`src/rtl/rv32_mem_arbiter.sv`:
```
// Shares one single-port synchronous RAM between instruction fetch and the LSU data port.
// Data wins ties, but a streak counter hands the RAM to fetch after MAX_D_BURST data grants.
module rv32_mem_arbiter #(
    parameter int AW          = 32,
    parameter int DW          = 32,
    parameter int LAT         = 1,
    parameter int MAX_D_BURST = 4
) (
    input  logic            clk,
    input  logic            rstn,
    input  logic            i_req,
    input  logic [AW-1:0]   i_addr,
    output logic [DW-1:0]   i_rdata,
    output logic            i_ready,
    input  logic            d_req,
    input  logic            d_we,
    input  logic [DW/8-1:0] d_be,
    input  logic [AW-1:0]   d_addr,
    input  logic [DW-1:0]   d_wdata,
    output logic [DW-1:0]   d_rdata,
    output logic            d_ready,
    output logic            ram_req,
    output logic            ram_we,
    output logic [DW/8-1:0] ram_be,
    output logic [AW-1:0]   ram_addr,
    output logic [DW-1:0]   ram_wdata,
    input  logic [DW-1:0]   ram_rdata,
    output logic            busy
);
    localparam logic [2:0] LAT_C = 3'(LAT);
    localparam logic [3:0] MAX_C = 4'(MAX_D_BURST);

    typedef enum logic [1:0] {S_IDLE, S_ISSUE, S_WAIT} state_t;

    state_t          r_state, w_state_nxt;
    logic [2:0]      r_cnt, w_cnt_nxt;
    logic [3:0]      r_streak, w_streak_nxt;
    logic            r_owner_d, w_owner_nxt;
    logic            w_grant, w_grant_d, w_done;
    logic            r_ram_we;
    logic [DW/8-1:0] r_ram_be;
    logic [AW-1:0]   r_ram_addr;
    logic [DW-1:0]   r_ram_wdata;

    always_comb begin
        w_state_nxt  = r_state;
        w_cnt_nxt    = r_cnt;
        w_streak_nxt = r_streak;
        w_owner_nxt  = r_owner_d;
        w_grant      = 1'b0;
        w_grant_d    = 1'b0;
        case (r_state)
            S_IDLE: begin
                if (i_req || d_req) begin
                    w_grant     = 1'b1;
                    w_grant_d   = d_req && (!i_req || (r_streak < MAX_C));
                    w_owner_nxt = w_grant_d;
                    w_state_nxt = S_ISSUE;
                    // Streak only grows while fetch is actually being held off.
                    if (w_grant_d && i_req)
                        w_streak_nxt = (r_streak < MAX_C) ? r_streak + 4'd1 : r_streak;
                    else
                        w_streak_nxt = 4'd0;
                end
            end
            S_ISSUE: begin
                w_cnt_nxt   = LAT_C;
                w_state_nxt = S_WAIT;
            end
            S_WAIT: begin
                w_cnt_nxt = r_cnt - 3'd1;
                if (r_cnt == 3'd1) w_state_nxt = S_IDLE;
            end
            default: w_state_nxt = S_IDLE;
        endcase
    end

    always_ff @(posedge clk) begin
        if (!rstn) begin
            r_state     <= S_IDLE;
            r_cnt       <= 3'd0;
            r_streak    <= 4'd0;
            r_owner_d   <= 1'b0;
            r_ram_we    <= 1'b0;
            r_ram_be    <= '0;
            r_ram_addr  <= '0;
            r_ram_wdata <= '0;
        end else begin
            r_state   <= w_state_nxt;
            r_cnt     <= w_cnt_nxt;
            r_streak  <= w_streak_nxt;
            r_owner_d <= w_owner_nxt;
            // RAM command is captured at grant so requesters may change inputs afterwards.
            if (w_grant) begin
                if (w_grant_d) begin
                    r_ram_we    <= d_we;
                    r_ram_be    <= d_be;
                    r_ram_addr  <= d_addr;
                    r_ram_wdata <= d_wdata;
                end else begin
                    r_ram_we    <= 1'b0;
                    r_ram_be    <= '1;
                    r_ram_addr  <= i_addr;
                    r_ram_wdata <= '0;
                end
            end
        end
    end

    assign w_done    = (r_state == S_WAIT) && (r_cnt == 3'd1);
    assign i_ready   = w_done && !r_owner_d;
    assign d_ready   = w_done && r_owner_d;
    assign i_rdata   = ram_rdata;
    assign d_rdata   = ram_rdata;
    assign ram_req   = (r_state == S_ISSUE);
    assign busy      = (r_state != S_IDLE);
    assign ram_we    = r_ram_we;
    assign ram_be    = r_ram_be;
    assign ram_addr  = r_ram_addr;
    assign ram_wdata = r_ram_wdata;
endmodule

```
`config.mk`:
```
export PLATFORM = sky130hd
export DESIGN_NAME = rv32_mem_arbiter
export DESIGN_NICKNAME = d
export VERILOG_FILES = /design/src/rtl/rv32_mem_arbiter.sv
export SDC_FILE = /design/constraint.sdc
export NUM_CORES = 1
export LEC_CHECK = 0
export ABC_AREA = 1
export CAP_MARGIN = 20
export CORE_UTILIZATION = 25
export DETAILED_ROUTE_END_ITERATION = 7
export GPL_ROUTABILITY_DRIVEN = 0
export RECOVER_POWER = 50
export SLEW_MARGIN = 20
export SYNTH_ARGS = -nofsm -noshare
export SYNTH_HDL_FRONTEND = slang
export SYNTH_SLANG_ARGS = --single-unit
```
`constraint.sdc`:
```
create_clock -name clk -period 1.1 [get_ports clk]
set_input_delay 0.11 -clock clk [delete_from_list [all_inputs] [get_ports clk]]
set_output_delay 0.11 -clock clk [all_outputs]
set_load 0.05 [all_outputs]
```
==> reports/qor.txt <==
Crit-path cells = inv_2, ha_4, buf_6, nand3_4, buf_6, clkinv_8, clkbuf_16, nand2_1, a21oi_1
Row Count = 45
Core Box Area = 15300 um^2
Met1 usage = 18.6%
Clk pwr share = 18.3%
RSZ-0062 raised after global routing = true
Total number of vias = 4015
CP Max Fanout = 8
M3 GR Usage = 5.51%
Die area = 16300 um^2
Critical path class = reg2reg
Via density = 4.46
Pins Over Slew Limit = 0
Setup crit start kind = flop
CTS root buffer = clkbuf_16
Most frequent cells in the layout = clkdlybuf4s50_1, buf_12, dfxtp_1
Post-Synth Simple-Gate Area = 22.1%
Clock slew at reported path FFs = 0.06 ns
Ys Warns = 0
# IOs = 274
Pleak = 3.35 nW
DR iter-0 viols = 108
Slew of the pin with the lowest slew margin = 0.368 ns
Internal cell power = 10.8 mW
Failing checks = negative setup slack
Worst endpoint required time = 1.38 ns
Vias in the first global route = 4033
Number of distinct library cells after synthesis = 21
Final cycle utilization of the critical path = 134%
Register area = 1580 um^2
Gr ovfl total = 0
Crit path time final = 1.47 ns
Worst EP arrival = 1.75 ns
TritonCTS Sinks = 79
Die height = 128 um
GRT Total Usage = 16.8%
Main combinational cell family by area after synthesis = simple AND/OR/NAND/NOR gates
Initial Util = 25.8%
Flop pwr share = 23.0%
Peak supply drop = 0.000904 V
Most common cell after layout, fill and taps aside = clkdlybuf4s50_1
Hpwl dp = 8.53 mm
Multi-input logic area = 2360 um^2
Adder and majority gate portion of the synthesized area = 1.90%
Mapped Area = 3960 um^2
Total CTS buffers = 9
Final setup viols = 83
DRT Pass-1 Iters = 6
Flops & latches, synth = 79
Post-Synth XOR/XNOR Area = 0.221%
N_diodes = 0
Switching pwr = 7.24 mW
Critical Path End Type = flop
Area grow syn2layout = 105%
I/O Buffers = 177
Setup Skew = 0.00564 ns
Top Usage Layer GRT = met2
Die Wd = 128 um
Routed Antenna Nets = 0
Post-route setup slack = -0.370 ns
CTS H-tree depth = 3
Global routing usage on met2 = 28.6%
Gate Count Post-Synth = 539
Compound-Gate Fraction of Synth Area = 14.8%
F_max = 680 MHz
Crit-path max cell delay = 0.33 ns
Combinational Power Share = 58.7%
Largest net degree at the start of global routing = 34
Seq/Total Area, Yosys = 40.0%
Fin. Hold Viols = 0
Clock Latency Late Sink = 0.34 ns
Fillcell total = 1338
Nets = 828
Hold crit path type = in2out
# Max-Cap Violations = 0
Initial antenna violation count = 0
Sw Ratio = 40.2%
Total power = 18.0 mW
Drt wl/cell = 16.1 um
CTS tree = built
Status = complete, but fails checks
CTS max path bufs = 2
Max stage delay cell, worst path = dfxtp_2
Share of layout cells above drive strength 1 = 46.7%
First-pass GRT wire length = 20.9 mm
DRC errors left = 0
PD cells = 2220 nW/um^2
Mux share of post-synthesis cell area = 0%
Rel. slew slack = 75.2%
Synthesized Nets = 682
Most common cell on crit path = buf_6
Setup TNS = -25.66 ns
Syn avg cell area = 7.34 um^2
Final wirelength = 14.5 mm
## final timing paths
path                               startpoint       endpoint  slack (ns)  cells after the start
worst max register to register     r_state[0]  ram_wdata[16]       -0.37                      9
worst min register to register       r_cnt[1]       r_cnt[1]        0.47                      2
worst max-delay path               r_state[0]  ram_wdata[16]       -0.37                      9
worst min-delay path            ram_rdata[30]    d_rdata[30]        0.22                      0
## kinds of logic (layout without fill, tap and decap cells)
group                    Yosys count  in the layout
AO/OA/AOI/OAI                    114            114
buffers and inverters            143            294
XOR/XNOR                           1              1
flip-flops                        79             79
AND/OR/NAND/NOR                  196            196
adder cells (fa/ha/maj)            6              6
## critical path, delay by kind of cell (launching register included)
kind | cells | cell delay [ns]
AOI/OAI and AO/OA | 1 | 0.11
buffers and inverters | 5 | 0.61
DFF | 1 | 0.33
and+or+nand+nor | 2 | 0.16
adders and majority gates | 1 | 0.18
## layout make-up
cell class	instances	area share, %
Timing Repair Buffer	231	41.4
Clock inverter	2	0.433
Clock buffer	14	3.63
Multi-Input combinational cell	317	29.1
Sequential cell	79	19.6
Timing Repair inverter	1	0.108
Tap cell	211	3.26
Inverter	46	2.49
## flip-flops by register name (all words and copies together), names as in the netlist
name and flops:
ram_addr 32, ram_wdata 32, r_streak 4, ram_be 4
r_cnt 3, r_state 2, r_owner_d 1, ram_we 1
## power groups by stage
stage	Combinational [mW]	Sequential [mW]	Clock, mW
after floorplan	2.74	5.70	0
after global placement	7.34	4.15	0
after detailed placement	7.44	4.17	0
after CTS	9.40	4.15	3.34
after global routing	11.1	4.22	3.49
final	10.6	4.14	3.29
## cells in the mapped netlist
| cell | count | share of area, % |
|---|---|---|
| nand2_1 | 144 | 14 |
| dfxtp_1 | 79 | 40 |
| a21oi_1 | 70 | 8.9 |
| buf_4 | 70 | 13 |
| inv_1 | 43 | 4.1 |
| o21ai_0 | 41 | 5.2 |
| nand3b_1 | 33 | 6.3 |
| clkbuf_1 | 17 | 1.6 |
| nor2_1 | 14 | 1.3 |
| ha_1 | 6 | 1.9 |
| buf_2 | 4 | 0.51 |
| buf_6 | 3 | 0.85 |
| clkbuf_2 | 3 | 0.38 |
| inv_2 | 3 | 0.28 |
| nand3_1 | 2 | 0.25 |
| or2_2 | 2 | 0.32 |
| a211oi_1 | 1 | 0.19 |
| a31oi_1 | 1 | 0.16 |
| nand3_2 | 1 | 0.25 |
| o21ai_4 | 1 | 0.41 |
| xor2_1 | 1 | 0.22 |
## repair_timing
action,4_1_cts,5_1_grt
resized for setup,105,168
endpoints found under the setup margin,82,83
setup buffers,12,4
gates cloned,11,5
hold buffers,0,0
pin swaps,20,40
## per-stage QoR
stage               hold WS, ns  instances  cell area [um^2]  utilization, %  setup slack [ns]
floorplan                 0.222        539              4020               -            -0.148
global route              0.220        901              8090            52.8            -0.443
global placement          0.220        856              6410            41.9            -0.451
CTS                       0.220        895              7450            48.7            -0.370
detailed placement        0.220        856              6410            41.9            -0.499
finish                    0.220        901              8090            52.8            -0.370
## layer usage
layer	vias up	share of wire (%)
li1	1938	-
met1	1913	40
met2	123	51
met3	41	6.0
met4	0	2.5
met5	-	0
Note: power is estimated with default switching activity, not from simulation.
